[src/rtl/eq_coeff_scheduler.sv]
// Coefficient reload sequencer for the equalizer band filters: queues per-band
// preset requests, serves them round-robin and streams ROM taps into each filter.
module eq_coeff_scheduler #(
  parameter int NUM_BANDS = 8,
  parameter int TAPS      = 64,
  parameter int COEF_W    = 16,
  parameter int PRESET_W  = 4,
  localparam int BAND_W   = $clog2(NUM_BANDS),
  localparam int TAP_W    = $clog2(TAPS),
  localparam int ADDR_W   = PRESET_W + TAP_W
) (
  input  logic                     clk,
  input  logic                     rst,
  input  logic                     clk_enable,
  input  logic                     req_valid,
  input  logic [BAND_W-1:0]        req_band,
  input  logic [PRESET_W-1:0]      req_preset,
  output logic                     rom_rd_en,
  output logic [ADDR_W-1:0]        rom_addr,
  input  logic signed [COEF_W-1:0] rom_data,
  output logic [NUM_BANDS-1:0]     write_enable,
  output logic [NUM_BANDS-1:0]     write_done,
  output logic [TAP_W-1:0]         write_address,
  output logic signed [COEF_W-1:0] coeffs_out,
  output logic                     busy,
  output logic                     band_loaded,
  output logic [BAND_W-1:0]        loaded_band
);

  typedef enum logic [2:0] {
    S_IDLE  = 3'd0,
    S_FETCH = 3'd1,
    S_WAIT  = 3'd2,
    S_WRITE = 3'd3,
    S_DONE  = 3'd4
  } state_t;

  state_t                             state, state_nxt;
  logic [TAP_W-1:0]                   tap, tap_nxt;
  logic [NUM_BANDS-1:0]               pending, pending_nxt;
  logic [NUM_BANDS-1:0][PRESET_W-1:0] preset_q;
  logic [BAND_W-1:0]                  rr_ptr;
  logic [BAND_W-1:0]                  cur_band;
  logic [PRESET_W-1:0]                cur_preset;
  logic                               grant;
  logic                               found;
  logic [BAND_W-1:0]                  grant_band;
  logic [BAND_W-1:0]                  idx;
  logic [PRESET_W-1:0]                preset_sel;
  logic                               load_close;

  // Round-robin search: first pending band at or after rr_ptr, wrapping.
  always_comb begin
    found      = 1'b0;
    grant_band = '0;
    idx        = '0;
    for (int i = 0; i < NUM_BANDS; i++) begin
      idx = rr_ptr + BAND_W'(i);
      if (!found && pending[idx]) begin
        found      = 1'b1;
        grant_band = idx;
      end
    end
  end

  always_comb begin
    state_nxt = state;
    tap_nxt   = tap;
    grant     = 1'b0;
    case (state)
      S_IDLE: begin
        if (found) begin
          grant     = 1'b1;
          tap_nxt   = '0;
          state_nxt = S_FETCH;
        end
      end
      S_FETCH: state_nxt = S_WAIT;
      S_WAIT:  state_nxt = S_WRITE;
      S_WRITE: begin
        if (clk_enable) begin
          if (tap == TAP_W'(TAPS - 1)) begin
            state_nxt = S_DONE;
          end else begin
            tap_nxt   = tap + TAP_W'(1);
            state_nxt = S_FETCH;
          end
        end
      end
      S_DONE: begin
        if (clk_enable) state_nxt = S_IDLE;
      end
      default: state_nxt = S_IDLE;
    endcase
  end

  // A request landing in the grant cycle for the granted band re-arms it.
  always_comb begin
    pending_nxt = pending;
    if (grant) pending_nxt[grant_band] = 1'b0;
    if (req_valid) pending_nxt[req_band] = 1'b1;
  end

  assign preset_sel = grant ? preset_q[grant_band] : cur_preset;
  assign load_close = (state == S_DONE) && clk_enable;

  always_ff @(posedge clk or negedge rst) begin
    if (!rst) begin
      state <= S_IDLE;
      tap   <= '0;
    end else begin
      state <= state_nxt;
      tap   <= tap_nxt;
    end
  end

  always_ff @(posedge clk or negedge rst) begin
    if (!rst) begin
      pending    <= '0;
      preset_q   <= '0;
      rr_ptr     <= '0;
      cur_band   <= '0;
      cur_preset <= '0;
    end else begin
      pending <= pending_nxt;
      if (req_valid) preset_q[req_band] <= req_preset;
      if (grant) begin
        cur_band   <= grant_band;
        cur_preset <= preset_q[grant_band];
        rr_ptr     <= grant_band + BAND_W'(1);
      end
    end
  end

  // Outputs are registered from the next state so strobes align with the state.
  always_ff @(posedge clk or negedge rst) begin
    if (!rst) begin
      rom_rd_en     <= 1'b0;
      rom_addr      <= '0;
      write_enable  <= '0;
      write_done    <= '0;
      write_address <= '0;
      coeffs_out    <= '0;
      busy          <= 1'b0;
      band_loaded   <= 1'b0;
      loaded_band   <= '0;
    end else begin
      rom_rd_en <= (state_nxt == S_FETCH);
      if (state_nxt == S_FETCH) rom_addr <= {preset_sel, tap_nxt};
      if (state == S_WAIT) begin
        coeffs_out    <= rom_data;
        write_address <= tap;
      end
      write_enable <= (state_nxt == S_WRITE) ? (NUM_BANDS'(1) << cur_band) : '0;
      write_done   <= (state_nxt == S_DONE)  ? (NUM_BANDS'(1) << cur_band) : '0;
      busy         <= (state_nxt != S_IDLE);
      band_loaded  <= load_close;
      if (load_close) loaded_band <= cur_band;
    end
  end

endmodule

[config.mk]
export PLATFORM = sky130hd
export DESIGN_NAME = eq_coeff_scheduler
export DESIGN_NICKNAME = d
export VERILOG_FILES = /design/src/rtl/eq_coeff_scheduler.sv
export SDC_FILE = /design/constraint.sdc
export NUM_CORES = 1
export LEC_CHECK = 0
export BUFFER_PORTS_ARGS = -buffer_cell sky130_fd_sc_hd__buf_2
export CORE_ASPECT_RATIO = 0.8
export CORE_MARGIN = 4
export CORE_UTILIZATION = 55
export DETAILED_ROUTE_END_ITERATION = 7
export PLACE_DENSITY = 0.85
export SKIP_CTS_REPAIR_TIMING = 1
export SYNTH_ARGS = -nofsm -noshare
export SYNTH_HDL_FRONTEND = slang
export SYNTH_SLANG_ARGS = --single-unit
[constraint.sdc]
create_clock -name clk -period 4.1 [get_ports clk]
set_input_delay 0.82 -clock clk [delete_from_list [all_inputs] [get_ports clk]]
set_output_delay 0.82 -clock clk [all_outputs]
set_load 0.02 [all_outputs]
==> impl_metrics.py <==
metrics = {
    "critical_path": {
        "worst_ep_arrival_time_ns": 4.13,
        "startpoint_type": "flip-flop",
        "path_cells": "inv_1 > ha_1 > buf_4 > mux4_2 > a211oi_1 > o211ai_1 > nor3_2 > a211oi_2 > nand2b_1 > nor2_1 > a22o_1 > a211oi_2",
        "crit_fanout": 8,
        "worstRegToRegCells": 12,
        "path_class": "flip-flop to flip-flop",
        "critPathMaxStageDelay_ns": 0.49,
        "cp_data_required_time_ns": 4.38,
        "cp-end-kind": "flip-flop",
        "slowest_stage": "ha_1",
        "cp_common_cell": "a211oi_2",
    },
    "detailed_routing": {
        "wl_met3_um": 933,
        "viasPerCell": 6.30,
        "wl_per_cell_um": 20.8,
        "vias": 4463,
        "wl_met2_mm": 7.49,
        "top_layer": "met4",
        "wl_mm": 14.7,
        "antenna_left": 0,
        "wl_met1_mm": 5.91,
        "first_pass_iters": 5,
        "drt_iter0_drc": 506,
        "route.detailed.drc": 0,
    },
    "yosys": {
        "synth_area_um2": 5550,
        "synth_compound_area_share_pct": 12.8,
        "synth_mux_area_share_pct": 19.8,
        "synth_top_family_by_area": "multiplexers",
        "syn_inst": 473,
        "synth_cell_types": 63,
        "synth_xor_area_share_pct": 0.631,
        "yosys_register_bits": 113,
        "synthAdderAreaFrac_pct": 0.677,
        "synth_nets": 503,
        "synthArstFlopShare_pct": 100,
        "synth_area_per_cell_um2": 11.7,
        "yosys_most_used_dff": "dfrtp_1",
        "synth_seq_area_share_pct": 51.0,
        "synth_warnings": 0,
        "synth_edf_count": 0,
        "synth_simple_gate_area_share_pct": 11.9,
    },
    "timing": {
        "drv_slew": 0,
        "final_hold_viol_count": 0,
        "finalSetupViolCount": 0,
        "finalClockSkew_ns": 0.00709,
        "tns_ns": 0,
        "fin_hold_ws_ns": 0.462,
        "tightest_slew_ns": 1.20,
        "timing.final.ws_setup_ns": 0.252,
        "slew_headroom_pct": 19.7,
        "finalCritPeriodShare_pct": 93.9,
        "period_needed_ns": 3.85,
        "rsz0062_at_grt": "no",
        "max_freq_mhz": 260,
    },
    "power_and_ir_drop": {
        "ir_drop_mv": 0.469,
        "p_int_uw": 3520,
        "p_leak_uw": 0.00299,
        "powerDensity_nw_per_um2": 870,
        "comb_power_share_pct": 41.7,
        "p_switching_uw": 2300,
        "clkPwrFrac_pct": 27.7,
        "p_sw_share_pct": 39.5,
        "p_seq_share_pct": 30.5,
    },
    "cts": {
        "htree_levels": 4,
        "clock_path_buffers": 2,
        "clkSlewWorstSetupHoldPaths_ns": 0.06,
        "clock_tree.root_cell": "clkbuf_16",
        "cts_made_buffers": 17,
        "insertion_delay_ns": 0.42,
        "cts_sinks": 113,
        "cts_tree": "done",
    },
    "global_route": {
        "grt_pass1_wl_mm": 24.1,
        "grt_max_degree": 60,
        "first_global_vias": 4545,
        "grt_use_total_pct": 25.9,
        "grt_remaining_overflow": 0,
        "antenna_found_initial": 0,
    },
    "floorplan": {
        "chipHeight_um": 97.8,
        "rows": 32,
        "coreArea_um2": 9730,
        "dieArea_um2": 11800,
        "floorplan.initialDensity_pct": 57.0,
        "ios": 81,
        "die_w_um": 120,
    },
    "final_layout": {
        "syn_to_final_growth_pct": 20.7,
        "final_cell_mix": "113 x dfrtp_1, 79 x buf_2, 59 x mux2_2",
        "multiInputGateArea_um2": 2550,
        "register_area_um2": 2830,
        "num_antenna_cells": 0,
        "drive_gt1_share_pct": 34.6,
        "layout_commonest_cell": "dfrtp_1",
        "nets": 589,
        "fill_cells": 648,
    },
    "place": {
        "post-place-ws_ns": 0.373,
        "port_buffers": 80,
        "gp_congestion": 0.898,
        "hpwl_mm": 9.42,
    },
    "worst_hold_path": {
        "min_path_type": "input pin to asynchronous set/reset pin",
    },
    "job": {
        "maxCapViolations": 0,
    },
    "outcome": {
        "status": "finished, final reports clean",
    },
}
[per-layer routing]
metal / track usage, % / vias up
li1: - / 1918
met1: 33.8 / 2270
met2: 42.6 / 236
met3: 5.91 / 39
met4: 10.1 / 0
met5: 0 / -
[cell type report]
class	instances	share of cell area [%]
clock buffer	18	6.41
clock inverter	14	3.18
inverter	15	0.840
multi-input combinational	327	38.1
sequential	113	42.2
tap	136	2.54
timing repair buffer	85	6.76
[critical path, delay by kind of cell (launching register included)]
family,cells,cell delay (ns)
muxes,1,0.38
and+or+nand+nor,3,0.90
adders and majority gates,1,0.49
buffers and inverters,2,0.34
AOI/OAI and AO/OA,5,1.25
DFF,1,0.34
[cells by family after synthesis]
logic type	count (synthesis)
AO/OA/AOI/OAI	99
adder cells (fa/ha/maj)	3
flip-flops	113
buffers and inverters	33
XOR/XNOR	4
multiplexers	87
AND/OR/NAND/NOR	134
[power groups by stage]
stage	Combinational [uW]	Sequential [uW]	Clock [uW]
6_report	2430	1780	1620
2_1_floorplan	1680	1850	0
3_5_place_dp	2340	1760	0
5_1_grt	2620	1810	1680
4_1_cts	2400	1760	1620
3_3_place_gp	2290	1740	0
[registers in the layout, indices dropped and copies added (netlist names), 3 cells and up]
register,flops
coeffs_out,16
cur_band,3
cur_preset,4
loaded_band,3
pending,8
preset_q,32
rom_addr,10
rr_ptr,3
state,3
tap,6
write_address,6
write_done,8
write_enable,8
[cell usage after synthesis (all sizes together), types with 2 or more instances]
library cell / count / area, um^2
dfrtp: 113 / 2830
mux2: 59 / 664
nand2: 39 / 146
nor2: 36 / 138
o21ai: 25 / 125
o211ai: 18 / 135
mux2i: 17 / 170
a21oi: 15 / 78.8
inv: 15 / 56.3
nor3: 14 / 90.1
nand2b: 12 / 75.1
mux4: 11 / 267
a211oi: 10 / 90.1
clkbuf: 10 / 38.8
nand3: 9 / 45.0
buf: 8 / 82.6
a22o: 6 / 52.6
a21o: 4 / 30.0
and2: 4 / 25.0
and3: 4 / 25.0
nand4: 4 / 25.0
ha: 3 / 37.5
nand4b: 3 / 26.3
o22ai: 3 / 18.8
xnor2: 3 / 26.3
a21boi: 2 / 15.0
a31oi: 2 / 12.5
nor3b: 2 / 15.0
o21a: 2 / 22.5
or3: 2 / 12.5
[worst paths after layout]
path	end	startpoint	slack, ns
hold / removal	coeffs_out[4]	rst	0.46
hold reg to reg	coeffs_out[12]	coeffs_out[12]	0.50
setup reg to reg	rom_addr[9]	rr_ptr[1]	0.25
max in group asynchronous	preset_q[1]	rst	2.89
min in group clk	coeffs_out[12]	coeffs_out[12]	0.50
setup / recovery	rom_addr[9]	rr_ptr[1]	0.25
[through the flow]
| step | utilization, % | instances | total power (uW) | cell area (um^2) |
|---|---|---|---|---|
| 6_report | 68.9 | 708 | 5830 | 6700 |
| 5_1_grt | 68.9 | 708 | 6110 | 6700 |
| 4_1_cts | 68.8 | 708 | 5780 | 6690 |
| 3_5_place_dp | 62.2 | 676 | 4100 | 6050 |
| 3_3_place_gp | 62.2 | 676 | 4030 | 6050 |
| 2_1_floorplan | - | 473 | 3530 | 5550 |
Note: power is estimated with default switching activity, not from simulation.
